$ cat src/rtl/count_display_pkg.sv
// Shared definitions for the count display: converter states, segment
// patterns (active-low, seg[0]=a .. seg[6]=g) and double-dabble helpers.
package count_display_pkg;

    typedef enum logic [0:0] {
        ST_IDLE  = 1'b0,
        ST_SHIFT = 1'b1
    } conv_state_e;

    localparam logic [6:0] SEG_0   = 7'b1000000;
    localparam logic [6:0] SEG_1   = 7'b1111001;
    localparam logic [6:0] SEG_2   = 7'b0100100;
    localparam logic [6:0] SEG_3   = 7'b0110000;
    localparam logic [6:0] SEG_4   = 7'b0011001;
    localparam logic [6:0] SEG_5   = 7'b0010010;
    localparam logic [6:0] SEG_6   = 7'b0000010;
    localparam logic [6:0] SEG_7   = 7'b1111000;
    localparam logic [6:0] SEG_8   = 7'b0000000;
    localparam logic [6:0] SEG_9   = 7'b0010000;
    localparam logic [6:0] SEG_OFF = 7'h7F;
    localparam logic [3:0] AN_OFF  = 4'hF;

    // Add 3 to a BCD nibble that will overflow past 9 on the next shift.
    function automatic logic [3:0] dd_adjust(input logic [3:0] nib);
        logic [3:0] res;
        if (nib >= 4'd5) begin
            res = nib + 4'd3;
        end else begin
            res = nib;
        end
        return res;
    endfunction

    // Apply the add-3 correction to all three scratch nibbles.
    function automatic logic [11:0] dd_adjust3(input logic [11:0] s);
        return {dd_adjust(s[11:8]), dd_adjust(s[7:4]), dd_adjust(s[3:0])};
    endfunction

endpackage

$ cat src/rtl/count_display_seg7_decoder.sv
// Combinational BCD nibble to active-low 7-segment pattern decoder.
// Codes 10..15 cannot come from a valid conversion and decode to dark.
module seg7_decoder
    import count_display_pkg::*;
(
    input  logic [3:0] nibble,
    output logic [6:0] seg
);

    // Digit lookup; anything outside 0..9 stays dark.
    always_comb begin
        seg = SEG_OFF;
        case (nibble)
            4'd0:    seg = SEG_0;
            4'd1:    seg = SEG_1;
            4'd2:    seg = SEG_2;
            4'd3:    seg = SEG_3;
            4'd4:    seg = SEG_4;
            4'd5:    seg = SEG_5;
            4'd6:    seg = SEG_6;
            4'd7:    seg = SEG_7;
            4'd8:    seg = SEG_8;
            4'd9:    seg = SEG_9;
            default: seg = SEG_OFF;
        endcase
    end

endmodule

$ cat src/rtl/count_display.sv
// Display stage for the 8-bit up/down counter: sequential double-dabble
// binary-to-BCD conversion plus a multiplexed 4-digit common-anode scan
// with optional leading-zero blanking. Slot 3 is never lit.
module count_display
    import count_display_pkg::*;
#(
    parameter int SCAN_DIV = 5000,
    parameter bit BLANK_LZ = 1'b1
) (
    input  logic        clk,
    input  logic        reset,
    input  logic [7:0]  value,
    input  logic        blank,
    output logic [3:0]  an,
    output logic [6:0]  seg,
    output logic        dp,
    output logic [11:0] bcd,
    output logic        busy
);

    localparam int             PW        = (SCAN_DIV > 1) ? $clog2(SCAN_DIV) : 1;
    localparam logic [PW-1:0]  PRESC_MAX = PW'(SCAN_DIV - 1);

    conv_state_e   state_q, state_d;
    logic [7:0]    sreg_q, sreg_d;
    logic [11:0]   scratch_q, scratch_d;
    logic [2:0]    cnt_q, cnt_d;
    logic [7:0]    last_value_q, last_value_d;
    logic          last_valid_q, last_valid_d;
    logic [11:0]   bcd_q, bcd_d;
    logic          busy_q, busy_d;
    logic [PW-1:0] presc_q, presc_d;
    logic [1:0]    idx_q, idx_d;
    logic [3:0]    an_q, an_d;
    logic [6:0]    seg_q, seg_d;
    logic          dp_q, dp_d;

    logic [11:0]   adj_s;
    logic [19:0]   shift_s;
    logic [3:0]    digit_s;
    logic          lit_s;
    logic [6:0]    dec_seg_s;

    // Converter: start on a new value while idle, then eight adjust-and-shift steps.
    always_comb begin
        state_d      = state_q;
        sreg_d       = sreg_q;
        scratch_d    = scratch_q;
        cnt_d        = cnt_q;
        last_value_d = last_value_q;
        last_valid_d = last_valid_q;
        bcd_d        = bcd_q;
        busy_d       = busy_q;
        adj_s        = dd_adjust3(scratch_q);
        shift_s      = {adj_s, sreg_q} << 3'd1;
        case (state_q)
            ST_IDLE: begin
                if (!last_valid_q || (value != last_value_q)) begin
                    sreg_d       = value;
                    last_value_d = value;
                    scratch_d    = 12'h000;
                    cnt_d        = 3'd0;
                    last_valid_d = 1'b1;
                    state_d      = ST_SHIFT;
                    busy_d       = 1'b1;
                end else begin
                    busy_d = 1'b0;
                end
            end
            ST_SHIFT: begin
                scratch_d = shift_s[19:8];
                sreg_d    = shift_s[7:0];
                cnt_d     = cnt_q + 3'd1;
                if (cnt_q == 3'd7) begin
                    bcd_d   = shift_s[19:8];
                    state_d = ST_IDLE;
                    busy_d  = 1'b0;
                end else begin
                    busy_d = 1'b1;
                end
            end
            default: begin
                state_d = ST_IDLE;
                busy_d  = 1'b0;
            end
        endcase
    end

    // Scan timing: prescaler wraps every SCAN_DIV clocks and steps the slot index.
    always_comb begin
        presc_d = presc_q;
        idx_d   = idx_q;
        if (presc_q == PRESC_MAX) begin
            presc_d = {PW{1'b0}};
            idx_d   = idx_q + 2'd1;
        end else begin
            presc_d = presc_q + {{(PW-1){1'b0}}, 1'b1};
        end
    end

    // Slot contents: pick the digit for the current slot and decide if it is lit.
    always_comb begin
        digit_s = 4'd0;
        lit_s   = 1'b0;
        case (idx_q)
            2'd0: begin
                digit_s = bcd_q[3:0];
                lit_s   = 1'b1;
            end
            2'd1: begin
                digit_s = bcd_q[7:4];
                lit_s   = !BLANK_LZ || (bcd_q[11:8] != 4'd0) || (bcd_q[7:4] != 4'd0);
            end
            2'd2: begin
                digit_s = bcd_q[11:8];
                lit_s   = !BLANK_LZ || (bcd_q[11:8] != 4'd0);
            end
            default: begin
                digit_s = 4'd0;
                lit_s   = 1'b0;
            end
        endcase
    end

    seg7_decoder u_dec (
        .nibble (digit_s),
        .seg    (dec_seg_s)
    );

    // Drive pattern: dark slot or global blank turns the anodes and segments off.
    always_comb begin
        dp_d = 1'b1;
        if (blank || !lit_s) begin
            an_d  = AN_OFF;
            seg_d = SEG_OFF;
        end else begin
            an_d  = ~(4'b0001 << idx_q);
            seg_d = dec_seg_s;
        end
    end

    // State and output registers with synchronous reset.
    always_ff @(posedge clk) begin
        if (reset) begin
            state_q      <= ST_IDLE;
            sreg_q       <= 8'h00;
            scratch_q    <= 12'h000;
            cnt_q        <= 3'd0;
            last_value_q <= 8'h00;
            last_valid_q <= 1'b0;
            bcd_q        <= 12'h000;
            busy_q       <= 1'b0;
            presc_q      <= {PW{1'b0}};
            idx_q        <= 2'd0;
            an_q         <= AN_OFF;
            seg_q        <= SEG_OFF;
            dp_q         <= 1'b1;
        end else begin
            state_q      <= state_d;
            sreg_q       <= sreg_d;
            scratch_q    <= scratch_d;
            cnt_q        <= cnt_d;
            last_value_q <= last_value_d;
            last_valid_q <= last_valid_d;
            bcd_q        <= bcd_d;
            busy_q       <= busy_d;
            presc_q      <= presc_d;
            idx_q        <= idx_d;
            an_q         <= an_d;
            seg_q        <= seg_d;
            dp_q         <= dp_d;
        end
    end

    assign an   = an_q;
    assign seg  = seg_q;
    assign dp   = dp_q;
    assign bcd  = bcd_q;
    assign busy = busy_q;

endmodule

$ cat config.mk
export PLATFORM = sky130hd
export DESIGN_NAME = count_display
export DESIGN_NICKNAME = d
export VERILOG_FILES = /design/src/rtl/count_display_pkg.sv /design/src/rtl/count_display_seg7_decoder.sv /design/src/rtl/count_display.sv
export SDC_FILE = /design/constraint.sdc
export NUM_CORES = 1
export LEC_CHECK = 0
export BUFFER_PORTS_ARGS = -buffer_cell sky130_fd_sc_hd__clkbuf_2
export CAP_MARGIN = 0
export CORE_MARGIN = 2
export CORE_UTILIZATION = 58
export CTS_CLUSTER_DIAMETER = 100
export DETAILED_ROUTE_END_ITERATION = 8
export PLACE_DENSITY = 0.91
export SYNTH_ARGS = -nofsm -noshare
export SYNTH_HDL_FRONTEND = slang
export SYNTH_SLANG_ARGS = --single-unit
$ cat constraint.sdc
create_clock -name clk -period 2.45 [get_ports clk]
set_input_delay 0.245 -clock clk [delete_from_list [all_inputs] [get_ports clk]]
set_output_delay 0.245 -clock clk [all_outputs]
set_load 0.01 [all_outputs]
==> qor.yml <==
grt_max_degree: 35
criticalPathCategory: "reg -> reg"
critical_path_required_ps: 2670
wl_met3_um: 327
ir_drop_v: 0.0003623
grt_usage_pct: 22.73
path_max_fanout: 5
grt_pass1_wl_um: 11340
hp-class: "in -> reg"
vias: 2786
seq_area_frac_synth_pct: 42.95
path_clk_slew_ps: 70
fin_nets: 448
post_drt_via_cell_ratio: 5.651
syn_nets: 410
n_antenna_cell: 0
crit_cells: 9
crit_family: "compound AO/OA/AOI/OAI gates"
wl_per_cell_um: 13.75
fillers: 427
htree_levels: 3
synthFlopType: "dfxtp_1"
synth_top_area_share_pct: 42.95
layout_common_cells: "dfxtp_1, nand2_1, nor2_1, clkbuf_2, a21oi_1"
hold_violations: 0
clk_latency_ps: 340
gr-total-overflow: 0
cts_made_buffers: 9
setup_slack_ps: 115.2
dpl_worst_slack_ps: 150.7
hold_depth: 3
cp.arrival_ps: 2550
ys_types: 42
period_minus_slack_ps: 2335
total_power_w: 0.002204
cts_tree: "yes"
end_kind: "flop"
cts_max_path_buffers: 2
synthCells: 380
cp_slowest_cell: "dfxtp_1"
layout-drive-gt1-share_pct: 17.58
max_stage_delay_ps: 430
initial_core_util_pct: 60.10
p_leak_nw: 1.511
maxCapViolCount: 0
rows: 27
ioPinCount: 36
totalWireLength_um: 6778
place.gp.congestion: 0.8428
first_pass_iters: 6
critPathBufInv: 2
die_h_um: 79.54
die_x_um: 79.54
final_max_slew_viol_count: 0
ys_warn_count: 0
antenna_found_initial: 0
drtIter0Drc: 203
worstPathCellList: "inv_1 > ha_1 > a222oi_1 > or2_4 > inv_1 > ha_1 > or2_2 > a21oi_1 > o21ai_0"
port_buffers: 34
root_buffer: "clkbuf_8"
rrSetupSlack_ps: 120
hold_buffers: 0
first_global_vias: 2599
dieArea_um2: 6326
ys_top_cells_by_area: "dfxtp_1, ha_1, xnor2_1"
yosysTopAreaCell: "dfxtp_1"
top_layer_used: "met4"
period_share_pct: 95.30
drc: 0
tightest_slew_ps: 662.3
synth-edff-count: 0
syn_avg_cell_area_um2: 8.709
synth_area_um2: 3309
final_common_cell: "dfxtp_1"
run_status: "complete, no violations"
drtAntennaViolNets: 0
wl_met1_um: 3013
skew_ps: 5.962
async_flop_share_pct: 0
area_delta_synth_final_pct: 14.29
relSlewSlack_pct: 55.60
fmax_mhz: 428.3
powerDensity_nw_per_um2: 582.8
dpl.hpwl_um: 4656
setup_viol: 0
dr_wl_met2_um: 3295
core-area_um2: 5507
worst_setup_path_start_kind: "flop"
cts_sinks: 71
rr_worst_depth: 9
ys_seq_elements: 71
[cells in the mapped netlist (9+ instances only)]
master and instances:
dfxtp_1 71, nor2_1 34, clkbuf_1 13, mux2i_1 12, inv_1 19, nand2_1 37
ha_1 19, a21oi_1 27, nand3b_1 9, xnor2_1 16, nor3_1 18, o21ai_0 20
[metrics by stage]
stage          instances  instance area, um2  hold slack, ps  util [%]  TNS, ps
2_1_floorplan        380                3309           363.2         -        0
3_3_place_gp         476                3573           429.0     64.89        0
3_5_place_dp         476                3573           443.7     64.89        0
4_1_cts              490                3756           142.3     68.21        0
5_1_grt              493                3782           148.7     68.69   -11.43
6_report             493                3782           159.1     68.69        0
[where the power goes]
group / total [W] / switching (W) / internal, W
clock: 0.000868 / 0.000399 / 0.000468
sequential: 0.00121 / 0.0000248 / 0.00119
combinational: 0.000126 / 0.0000693 / 0.0000563
[worst min-delay path: stages]
cell and delay [ps]:
clkbuf_2 90, nor4_1 80, nand2_1 70
[final timing paths]
check                           startpoint          to
worst max register to register    idx_q[1]      seg[3]
worst min register to register  presc_q[0]  presc_q[0]
worst min-delay path                 blank       an[1]
worst max-delay path              idx_q[1]      seg[3]
[cell type report]
type,count,area [um2],area share (%)
well taps,72,90.09,2.382
multi-input cells,270,1734,45.85
inverters,19,71.32,1.886
repair buffers,47,280.3,7.410
flip-flops and latches,71,1424,37.64
clock buffers,14,182.7,4.830
[kinds of logic (layout without fill, tap and decap cells)]
group	Yosys count	in the layout	share of synthesized area (%)
xor+xnor	22	22	5.822
other cells	1	1	0.1133
mux	12	12	3.630
flops	71	71	42.95
simple gates	143	143	21.85
buf+inv	39	80	4.877
fa+ha+maj	19	19	7.183
compound gates	73	73	13.57
[registers in the layout, summed over array words and instances (netlist names)]
signal        flops
cnt_q             3
seg               7
scratch_q        12
an                4
last_value_q      8
last_valid_q      1
bcd              12
sreg_q            8
busy              1
idx_q             2
presc_q          13
[per-layer routing]
layer	vias up	global-route usage [%]
met1	1301	27.42
li1	1384	-
met2	88	38.15
met4	0	11.72
met5	-	0
met3	13	4.638
[what timing repair did]
action,4_1_cts,5_1_grt
setup endpoints to repair,0,2
endpoints found under the hold margin,0,0
buffers inserted,0,3
resized for setup,0,2
(Power assumes the default switching activity.)
